<file path="config.mk">
export PLATFORM = sky130hd
export DESIGN_NAME = nibble_cpu_core_flat
export DESIGN_NICKNAME = d
export VERILOG_FILES = /design/src/rtl/nibble_cpu_core_if.sv /design/src/rtl/nibble_cpu_core.sv /design/src/flat_wrapper.sv
export SDC_FILE = /design/constraint.sdc
export NUM_CORES = 1
export LEC_CHECK = 0
export ABC_CLOCK_PERIOD_IN_PS = 2800
export CAP_MARGIN = 40
export CORE_MARGIN = 10
export CORE_UTILIZATION = 50
export DETAILED_ROUTE_END_ITERATION = 10
export PLACE_DENSITY = 0.77
export SYNTH_ARGS = -nofsm -noshare
export SYNTH_HDL_FRONTEND = slang
export SYNTH_SLANG_ARGS = --single-unit
</file>
<file path="constraint.sdc">
create_clock -name clk -period 2.8 [get_ports clk]
set_input_delay 0.7 -clock clk [delete_from_list [all_inputs] [get_ports clk]]
set_output_delay 0.7 -clock clk [all_outputs]
set_load 0.02 [all_outputs]
</file>
<file path="src/rtl/nibble_cpu_core_if.sv">
// nibble_cpu_core_if: shared code/data memory bus of the nibble CPU core.
//   master (core):   mem_req, mem_we, mem_space, mem_addr, mem_wdata out;
//                    mem_rdata, mem_ready in
//   slave (memory):  the mirror image
// A bus cycle completes on a clock edge where mem_req & mem_ready are both 1.
interface nibble_cpu_core_if #(
  parameter int DW  = 4,
  parameter int PCW = 10
);
  logic           mem_req;
  logic           mem_we;
  logic           mem_space;
  logic [PCW+1:0] mem_addr;
  logic [DW-1:0]  mem_wdata;
  logic [DW-1:0]  mem_rdata;
  logic           mem_ready;

  modport master (
    output mem_req, mem_we, mem_space, mem_addr, mem_wdata,
    input  mem_rdata, mem_ready
  );

  modport slave (
    input  mem_req, mem_we, mem_space, mem_addr, mem_wdata,
    output mem_rdata, mem_ready
  );
endinterface

</file>
<file path="src/rtl/nibble_cpu_core.sv">
// nibble_cpu_core: multi-cycle accumulator-style CPU with a 4-entry register
// file. Each instruction is three words (opcode, select/mode, operand) fetched
// over a shared code/data bus with a ready handshake; LD/ALU may take a data
// operand from memory, ST writes a register to memory.
// Ports:
//   clk, rst_n  clock, asynchronous active-low reset
//   bus         memory bus (master side)
//   halted      core has executed HLT
//   flags       {C, Z}
//   pc_o        current program counter (in instructions)
//   dbg_sel     register select for debug read
//   dbg_data    r[dbg_sel], combinational
module nibble_cpu_core #(
  parameter int DW        = 4,   // must be >= 4
  parameter int PCW       = 10,
  parameter int JMP_SHIFT = 2
) (
  input  logic                     clk,
  input  logic                     rst_n,
  nibble_cpu_core_if.master        bus,
  output logic                     halted,
  output logic [1:0]               flags,
  output logic [PCW-1:0]           pc_o,
  input  logic [1:0]               dbg_sel,
  output logic [DW-1:0]            dbg_data
);

  localparam logic [5:0] S_F1    = 6'b000001;
  localparam logic [5:0] S_F2    = 6'b000010;
  localparam logic [5:0] S_F3    = 6'b000100;
  localparam logic [5:0] S_LOAD  = 6'b001000;
  localparam logic [5:0] S_STORE = 6'b010000;
  localparam logic [5:0] S_HALT  = 6'b100000;

  logic [5:0]     state_reg, state_next;
  logic [PCW-1:0] pc_reg, pc_next;
  logic [3:0]     i1_reg, i1_next;   // opcode
  logic [2:0]     i2_reg, i2_next;   // {mem_mode, sel[1:0]}
  logic [DW-1:0]  op_reg, op_next;   // operand, kept for LOAD/STORE addressing
  logic           c_reg, c_next, z_reg, z_next;
  logic [DW-1:0]  r_reg [4];

  logic           fire;
  logic [3:0]     opcode;
  logic [1:0]     sel;
  logic           mem_mode;
  logic           is_alu, is_jump, jump_taken;
  logic [PCW-1:0] pc_inc, jmp_target;
  logic [PCW+1:0] data_addr;
  logic [1:0]     phase;
  logic [DW-1:0]  operand, reg_a, alu_res;
  logic           alu_c;
  logic [DW:0]    add_w, sub_w;
  logic           wr_en;

  assign opcode   = i1_reg;
  assign sel      = i2_reg[1:0];
  assign mem_mode = i2_reg[2];
  assign fire     = bus.mem_req & bus.mem_ready;
  assign pc_inc   = pc_reg + PCW'(1);
  assign is_alu   = (opcode == 4'h0) || ((opcode >= 4'h2) && (opcode <= 4'h6));
  assign is_jump  = (opcode[3:2] == 2'b10);

  always_comb begin
    jump_taken = 1'b0;
    case (opcode[1:0])
      2'd0:    jump_taken = 1'b1;
      2'd1:    jump_taken = z_reg;
      2'd2:    jump_taken = ~z_reg;
      default: jump_taken = c_reg;
    endcase
  end

  // Jump target is the operand on the bus shifted left, zero-extended or
  // truncated to the pc width.
  for (genvar gi = 0; gi < PCW; gi++) begin : g_jmp
    if ((gi >= JMP_SHIFT) && (gi - JMP_SHIFT < DW)) begin : g_bit
      assign jmp_target[gi] = bus.mem_rdata[gi-JMP_SHIFT];
    end else begin : g_zero
      assign jmp_target[gi] = 1'b0;
    end
  end

  // Data address is the latched operand, zero-extended to the bus width.
  for (genvar gi = 0; gi < PCW + 2; gi++) begin : g_daddr
    if (gi < DW) begin : g_bit
      assign data_addr[gi] = op_reg[gi];
    end else begin : g_zero
      assign data_addr[gi] = 1'b0;
    end
  end

  // Immediate and memory operands both arrive on mem_rdata in the completing
  // cycle, so one ALU serves F3 and LOAD.
  assign operand = bus.mem_rdata;
  assign reg_a   = r_reg[sel];
  assign add_w   = {1'b0, reg_a} + {1'b0, operand};
  assign sub_w   = {1'b0, reg_a} - {1'b0, operand};  // MSB is the borrow

  always_comb begin
    alu_res = operand;
    alu_c   = c_reg;
    case (opcode)
      4'h2: begin alu_res = add_w[DW-1:0]; alu_c = add_w[DW]; end
      4'h3: begin alu_res = sub_w[DW-1:0]; alu_c = sub_w[DW]; end
      4'h4: begin alu_res = reg_a & operand; alu_c = 1'b0; end
      4'h5: begin alu_res = reg_a | operand; alu_c = 1'b0; end
      4'h6: begin alu_res = reg_a ^ operand; alu_c = 1'b0; end
      default: ;  // LD: result is the operand, carry untouched
    endcase
  end

  always_comb begin
    state_next = state_reg;
    pc_next    = pc_reg;
    i1_next    = i1_reg;
    i2_next    = i2_reg;
    op_next    = op_reg;
    c_next     = c_reg;
    z_next     = z_reg;
    wr_en      = 1'b0;
    if (fire) begin
      case (state_reg)
        S_F1: begin
          i1_next    = bus.mem_rdata[3:0];
          state_next = S_F2;
        end
        S_F2: begin
          i2_next    = bus.mem_rdata[2:0];
          state_next = S_F3;
        end
        S_F3: begin
          op_next    = bus.mem_rdata;
          state_next = S_F1;
          pc_next    = pc_inc;
          if (is_jump) begin
            pc_next = jump_taken ? jmp_target : pc_inc;
          end else if (opcode == 4'hF) begin
            pc_next    = pc_reg;
            state_next = S_HALT;
          end else if (opcode == 4'h1) begin
            pc_next    = pc_reg;
            state_next = S_STORE;
          end else if (is_alu) begin
            if (mem_mode) begin
              pc_next    = pc_reg;
              state_next = S_LOAD;
            end else begin
              wr_en  = 1'b1;
              c_next = alu_c;
              z_next = (alu_res == '0);
            end
          end
        end
        S_LOAD: begin
          wr_en      = 1'b1;
          c_next     = alu_c;
          z_next     = (alu_res == '0);
          pc_next    = pc_inc;
          state_next = S_F1;
        end
        S_STORE: begin
          pc_next    = pc_inc;
          state_next = S_F1;
        end
        default: ;  // HALT never fires: mem_req is 0 there
      endcase
    end
  end

  always_ff @(posedge clk or negedge rst_n) begin
    if (!rst_n) begin
      state_reg <= S_F1;
      pc_reg    <= '0;
      i1_reg    <= '0;
      i2_reg    <= '0;
      op_reg    <= '0;
      c_reg     <= 1'b0;
      z_reg     <= 1'b0;
    end else begin
      state_reg <= state_next;
      pc_reg    <= pc_next;
      i1_reg    <= i1_next;
      i2_reg    <= i2_next;
      op_reg    <= op_next;
      c_reg     <= c_next;
      z_reg     <= z_next;
    end
  end

  for (genvar gi = 0; gi < 4; gi++) begin : g_rf
    logic [DW-1:0] q_reg;
    always_ff @(posedge clk or negedge rst_n) begin
      if (!rst_n) begin
        q_reg <= '0;
      end else if (wr_en && (sel == 2'(gi))) begin
        q_reg <= alu_res;
      end
    end
    assign r_reg[gi] = q_reg;
  end

  assign phase = (state_reg == S_F2) ? 2'd1 : (state_reg == S_F3) ? 2'd2 : 2'd0;

  // mem_req is gated by rst_n so that an asserted reset drops it at once,
  // including the reset state F1 which otherwise requests a fetch.
  assign bus.mem_req   = rst_n & (state_reg != S_HALT);
  assign bus.mem_we    = (state_reg == S_STORE);
  assign bus.mem_space = (state_reg == S_LOAD) || (state_reg == S_STORE);
  assign bus.mem_addr  = bus.mem_space ? data_addr : {pc_reg, phase};
  assign bus.mem_wdata = (state_reg == S_STORE) ? reg_a : '0;

  assign halted   = (state_reg == S_HALT);
  assign flags    = {c_reg, z_reg};
  assign pc_o     = pc_reg;
  assign dbg_data = r_reg[dbg_sel];

endmodule
</file>
<file path="src/flat_wrapper.sv">
// flat-port wrapper written by rule: the top's interface ports become plain ports
module nibble_cpu_core_flat 
#(
  parameter int DW        = 4,                  
  parameter int PCW       = 10,
  parameter int JMP_SHIFT = 2
)
  (clk, rst_n, halted, flags, pc_o, dbg_sel, dbg_data, bus_mem_req, bus_mem_we, bus_mem_space, bus_mem_addr, bus_mem_wdata, bus_mem_rdata, bus_mem_ready);
  nibble_cpu_core_if #(.DW(DW), .PCW(PCW)) bus_i ();
  input  logic clk;
  input  logic rst_n;
  output logic halted;
  output logic [1:0] flags;
  output logic [PCW-1:0] pc_o;
  input  logic [1:0] dbg_sel;
  output logic [DW-1:0] dbg_data;
  output wire logic [$bits(bus_i.mem_req)-1:0] bus_mem_req;
  output wire logic [$bits(bus_i.mem_we)-1:0] bus_mem_we;
  output wire logic [$bits(bus_i.mem_space)-1:0] bus_mem_space;
  output wire logic [$bits(bus_i.mem_addr)-1:0] bus_mem_addr;
  output wire logic [$bits(bus_i.mem_wdata)-1:0] bus_mem_wdata;
  input wire logic [$bits(bus_i.mem_rdata)-1:0] bus_mem_rdata;
  input wire logic [$bits(bus_i.mem_ready)-1:0] bus_mem_ready;
  assign bus_mem_req = bus_i.mem_req;
  assign bus_mem_we = bus_i.mem_we;
  assign bus_mem_space = bus_i.mem_space;
  assign bus_mem_addr = bus_i.mem_addr;
  assign bus_mem_wdata = bus_i.mem_wdata;
  assign bus_i.mem_rdata = bus_mem_rdata;
  assign bus_i.mem_ready = bus_mem_ready;
  nibble_cpu_core #(.DW(DW), .PCW(PCW), .JMP_SHIFT(JMP_SHIFT)) u_core (.clk(clk), .rst_n(rst_n), .bus(bus_i), .halted(halted), .flags(flags), .pc_o(pc_o), .dbg_sel(dbg_sel), .dbg_data(dbg_data));
endmodule
</file>
Word-level counts from Yosys, hierarchy flattened
Cells that the tools add are included.

Muxes and demuxes: 45. $add $sub $neg: 3. Shifts and indexed selects: 0. Reductions and logical operators: 22. Equality and inequality tests: 28. Multiply operators: 0. Bitwise gates (word level): 8. Div/mod/pow operators: 0. Order comparisons: 4.

Operator list (number): $mux W10 (6); $mux W4 (6); $mux W6 (4); $pmux W6 S4 (1); $pmux W10 S2 (1); $pmux W4 S5 (1); $bmux W4 S2 (2); $mux W1 (16); $eq A4 B3 Y1 const B (3); $mux W12 (1); $add A10 B1 Y10 const B (1); $eq A2 B2 Y1 const B (4); $eq A4 B2 Y1 const B (2); $logic_not A4 Y1 (2); $ne A2 B2 Y1 const B (4); $reduce_and A2 Y1 (4); $reduce_and A7 Y1 (1); $eq A6 B1 Y1 const B (1); $eq A6 B2 Y1 const B (1); $eq A6 B3 Y1 const B (1); $eq A6 B4 Y1 const B (1); $eq A6 B5 Y1 const B (1); $eq A6 B6 Y1 const B (1); $ge A3 B3 Y1 const B (2); 28 further kinds (43).

Latch bits: 0. RAM bits: 0. Output and inout port bits: 36. ROM bits: 0. Memories kept: 0. Bits of input ports: 9. Logic and storage cells: 121. Flip-flop bits (word level): 45.

Logic depth before layout (Yosys ltp)
Word-level depth: 13. Mapped depth: 11. Gate-level depth less buffers: 10.

Worst setup path before layout
OpenSTA, ideal clock, no wires.

Path type: flip-flop to flip-flop. From: register u_core.i2_reg[0]. To: register u_core.z_reg. Setup slack: -0.222 ns. Data arrival time: 2.912 ns. Path buffers: 1. Data required time: 2.690 ns. Stages on the path, launching flop included: 12. Path through: dfrtp_1 > buf_6 > mux4_2 > inv_1 > ha_1 > inv_1 > fa_1 > mux2_2 > and3_1 > a221o_1 > or2_2 > o41ai_1.

Word-level cells in the longest chain between the ends: 13.

RTL lines: from (decl) (line nibble_cpu_core.sv:38) `logic [2:0] i2_reg, i2_next;`; from (signal assigned) (line nibble_cpu_core.sv:184) `i2_reg <= i2_next;`; $not A2 Y3 (implied by the code) * (line nibble_cpu_core.sv:96) `assign reg_a = r_reg[sel];`; $bmux W4 S2 * (line nibble_cpu_core.sv:96); $mux W4 (implied by the code) * (2 in a row) (line nibble_cpu_core.sv:96); $sub A4 B4 Y5 (tied with other cells) (line nibble_cpu_core.sv:98) `assign sub_w = {1'b0, reg_a} - {1'b0, operand};`; $pmux W4 S5 * (line nibble_cpu_core.sv:103) `case (opcode)`; $logic_not A4 Y1 * (line nibble_cpu_core.sv:151, nibble_cpu_core.sv:158); $mux W1 (line nibble_cpu_core.sv:145) `if (mem_mode) begin`; $mux W1 (line nibble_cpu_core.sv:144) `end else if (is_alu) begin`; $mux W1 (line nibble_cpu_core.sv:141) `end else if (opcode == 4'h1) begin`; $mux W1 (line nibble_cpu_core.sv:138) `end else if (opcode == 4'hF) begin`; $mux W1 (line nibble_cpu_core.sv:136) `if (is_jump) begin`; $pmux W1 S2 * (line nibble_cpu_core.sv:123) `case (state_reg)`; to (signal assigned) (line nibble_cpu_core.sv:187) `z_reg <= z_next;`; to (decl) (line nibble_cpu_core.sv:40) `logic c_reg, c_next, z_reg, z_next;`.

Mark *: on every way between the ends. The rest lies on a longest branch, timed or not. The select of a mux whose other input is x is not followed. A chain may end at the register's enable or synchronous reset.

Worst setup path in the final report
Same ends and word-level chain as after synthesis.

==> impl_metrics.tcl <==
set metrics [dict create \
    syn_avg_cell_area_um2 9.799 \
    synthArstFlopShare 1.000 \
    period_minus_slack_ns 2.978 \
    antenna_found_initial 0 \
    grt_pass1_vias 2829 \
    cp_cell_sequence "mux4_2 > inv_2 > ha_4 > inv_2 > fa_1 > mux2_4 > and3_4 > a221o_1 > or2_4 > o41ai_4" \
    fin_nets 424 \
    yosysWarnings 0 \
    fin_hold_ws_ns 0.5068 \
    cp_slowest_stage_delay_ns 0.58 \
    drv_slew 0 \
    synthXorXnorAreaFrac 0.01367 \
    synth.area.mux_share 0.1425 \
    cts_max_path_buffers 2 \
    die-height_um 100.1 \
    largest_register_ffs 16 \
    synthSimpleGateAreaFrac 0.2148 \
    multi_input_comb_area_mm2 0.002014 \
    synth-edff-count 0 \
    numPortBuffers 44 \
    cts_buffers 5 \
    clock_latency_ns 0.31 \
    yosysSeqAreaShare 0.3518 \
    combPwrFrac 0.631 \
    post-route-period-util 1.064 \
    max_cap_viol_count 0 \
    clock_skew_ns 0.008428 \
    grt_usage 0.1705 \
    max-slew-margin-rel 0.6140 \
    ant_nets 0 \
    rows 29 \
    drtIter0Drc 212 \
    synth_cell_type_count 61 \
    via_count 2839 \
    critPathSlowestCell "mux4_2" \
    synthTopCellsByArea "dfrtp_1, mux2_2, mux4_2" \
    first_pass_iters 5 \
    ys_ff_latch 45 \
    dp.cells 464 \
    switchingPower_mw 2.006 \
    synthCells 327 \
    syn_nets 352 \
    tightest_slew_ns 0.5790 \
    cpMostUsedCell "inv_2" \
    setup_viol 5 \
    gp_congestion 0.8956 \
    ys.flop_type "dfrtp_1" \
    worst_slack_ns -0.1781 \
    yosysMostFrequentCell "dfrtp_1" \
    place_hpwl_um 6500 \
    synth_adder_area_share 0.06716 \
    cts_tree "built" \
    stdcell_area_mm2 0.004158 \
    power.leakage_nw 2.035 \
    power_density_mw_per_mm2 1057 \
    synth_top_area_frac 0.3436 \
    critical_path_required_ns 3.01 \
    synthesis.area_mm2 0.003204 \
    vias_per_cell 5.952 \
    rsz0062_at_grt "yes" \
    overflow 0 \
    outcome "finished with violations" \
    critPathCaptureType "flop" \
    cts_root_buf "clkbuf_8" \
    n_antenna_cell 0 \
    cts_sinks 45 \
    hold_viol 0 \
    p_int_mw 2.388 \
    power_frac_seq 0.267 \
    startpoint_type "flop" \
    grt_pass1_wl_um 14060 \
    area_growth_syn_to_layout_pct 29.75 \
    fmax_mhz 335.8 \
    fill_cells 530 \
    core_mm2 0.006277 \
    seqCellArea_mm2 0.001127 \
    vdd_drop_max_mv 0.5631 \
    r2r_slack_ns -0.18 \
    clkPwrFrac 0.102 \
    synth-compound-area-share 0.1562 \
    die_w_um 100.1 \
    path_max_fanout 2 \
    wl_per_cell_um 18.45 \
    crit_arrival_ns 3.19 \
    p_sw_frac 0.4565 \
    drc 0 \
    clk_pin_slew_ns 0.10 \
    violations "negative setup slack" \
    synth_commonest_cells "dfrtp_1, nand2_1, o21ai_0" \
    start_util 0.5105 \
    drive_gt1_frac 0.2750 \
    wl_um 8799 \
    fin_cells 477 \
    place_area_mm2 0.003916 \
    fp.dieArea_mm2 0.01001 \
    hp-class "flop to flop" \
    cts-hold-fix-buffers 0 \
    h-tree-depth 2 \
    synth_top_family_by_area "simple AND/OR/NAND/NOR gates" \
    worstSetupPathType "flop to flop" \
    io_pins 45 \
    p_total_mw 4.394 \
    synth_top_area_cell "dfrtp_1" \
    grt_max_degree 47 \
]
-- worst max-delay path: cells and delay by family, from the launching register on --
kind	cells	cell delay, ns
buffers and inverters	2	0.13
adders and majority gates	2	0.57
AOI/OAI and AO/OA	2	0.51
DFF	1	0.40
muxes	2	0.85
and+or+nand+nor	2	0.42
-- metrics by stage --
step | setup slack, ns | setup TNS [ns] | utilization
2_1_floorplan | -0.08829 | -0.08829 | -
3_3_place_gp | -0.3400 | -4.678 | 0.6239
3_5_place_dp | -0.4068 | -5.478 | 0.6239
4_1_cts | -0.1384 | -0.6260 | 0.6422
5_1_grt | -0.2523 | -1.056 | 0.6623
6_report | -0.1781 | -0.6831 | 0.6623
-- final timing paths --
kind | from | end | cells after the start
setup / recovery | u_core.i2_reg[0] | u_core.z_reg | 10
hold / removal | u_core.op_reg[3] | u_core.op_reg[3] | 2
setup reg to reg | u_core.i2_reg[0] | u_core.z_reg | 10
hold reg to reg | u_core.op_reg[3] | u_core.op_reg[3] | 2
max in group asynchronous | rst_n | u_core.pc_o[4] | 2
min in group asynchronous | rst_n | u_core.pc_o[0] | 2
-- power groups by stage --
| stage | Clock (mW) | Sequential (mW) | Combinational [mW] |
|---|---|---|---|
| finish | 0.450 | 1.17 | 2.77 |
| global route | 0.477 | 1.21 | 3.02 |
| CTS | 0.457 | 1.16 | 2.62 |
| detailed placement | 0 | 1.17 | 2.59 |
| global placement | 0 | 1.16 | 2.51 |
| floorplan | 0 | 1.10 | 1.72 |
-- routing by layer --
metal  vias up  track usage  share of wire
met5         -            0              0
met2        86       0.2857           0.51
met4         0      0.05543          0.016
li1       1329            -              -
met3         9      0.03846          0.062
met1      1415       0.2122           0.41
-- final cells by class --
type | instances | share of cell area
timing repair buffer | 84 | 0.1809
sequential | 45 | 0.2711
tap | 77 | 0.02317
multi-input combinational | 245 | 0.4845
clock inverter | 3 | 0.006921
clock buffer | 5 | 0.01655
inverter | 18 | 0.01685
-- cells in the final DEF, fill, tap and decap left out, types with 5 or more instances in the layout --
| cell type | netlist | layout |
|---|---|---|
| o21ai_0 | 23 | 23 |
| buf_4 | 2 | 39 |
| mux2_2 | 21 | 20 |
| mux4_2 | 8 | 8 |
| dlymetal6s2s_1 | 0 | 9 |
| inv_1 | 18 | 14 |
| a21oi_1 | 9 | 7 |
| nor3_1 | 8 | 5 |
| dfrtp_1 | 44 | 44 |
| nor2_1 | 20 | 20 |
| and2_1 | 8 | 8 |
| dlygate4sd2_1 | 0 | 8 |
| nand2_1 | 38 | 38 |
| clkdlybuf4s50_1 | 0 | 23 |
| clkbuf_8 | 0 | 5 |
| ha_1 | 14 | 11 |
| a211o_1 | 5 | 5 |
| nand3b_1 | 7 | 7 |
| nor2b_1 | 7 | 7 |
| nand3_1 | 9 | 8 |
-- what timing repair did --
action,in CTS,in global routing
endpoints found under the setup margin,16,27
buffers inserted,2,3
gates resized for setup,17,27
pin swaps,0,2
-- cell families (layout without fill, tap and decap cells) --
family | after synthesis | after routing
flip-flops | 45 | 45
XOR/XNOR | 5 | 5
AND/OR/NAND/NOR | 123 | 123
AO/OA/AOI/OAI | 68 | 68
multiplexers | 33 | 33
adder cells (fa/ha/maj) | 16 | 16
buffers and inverters | 37 | 110
No activity file was read; power rests on OpenSTA's default activity.
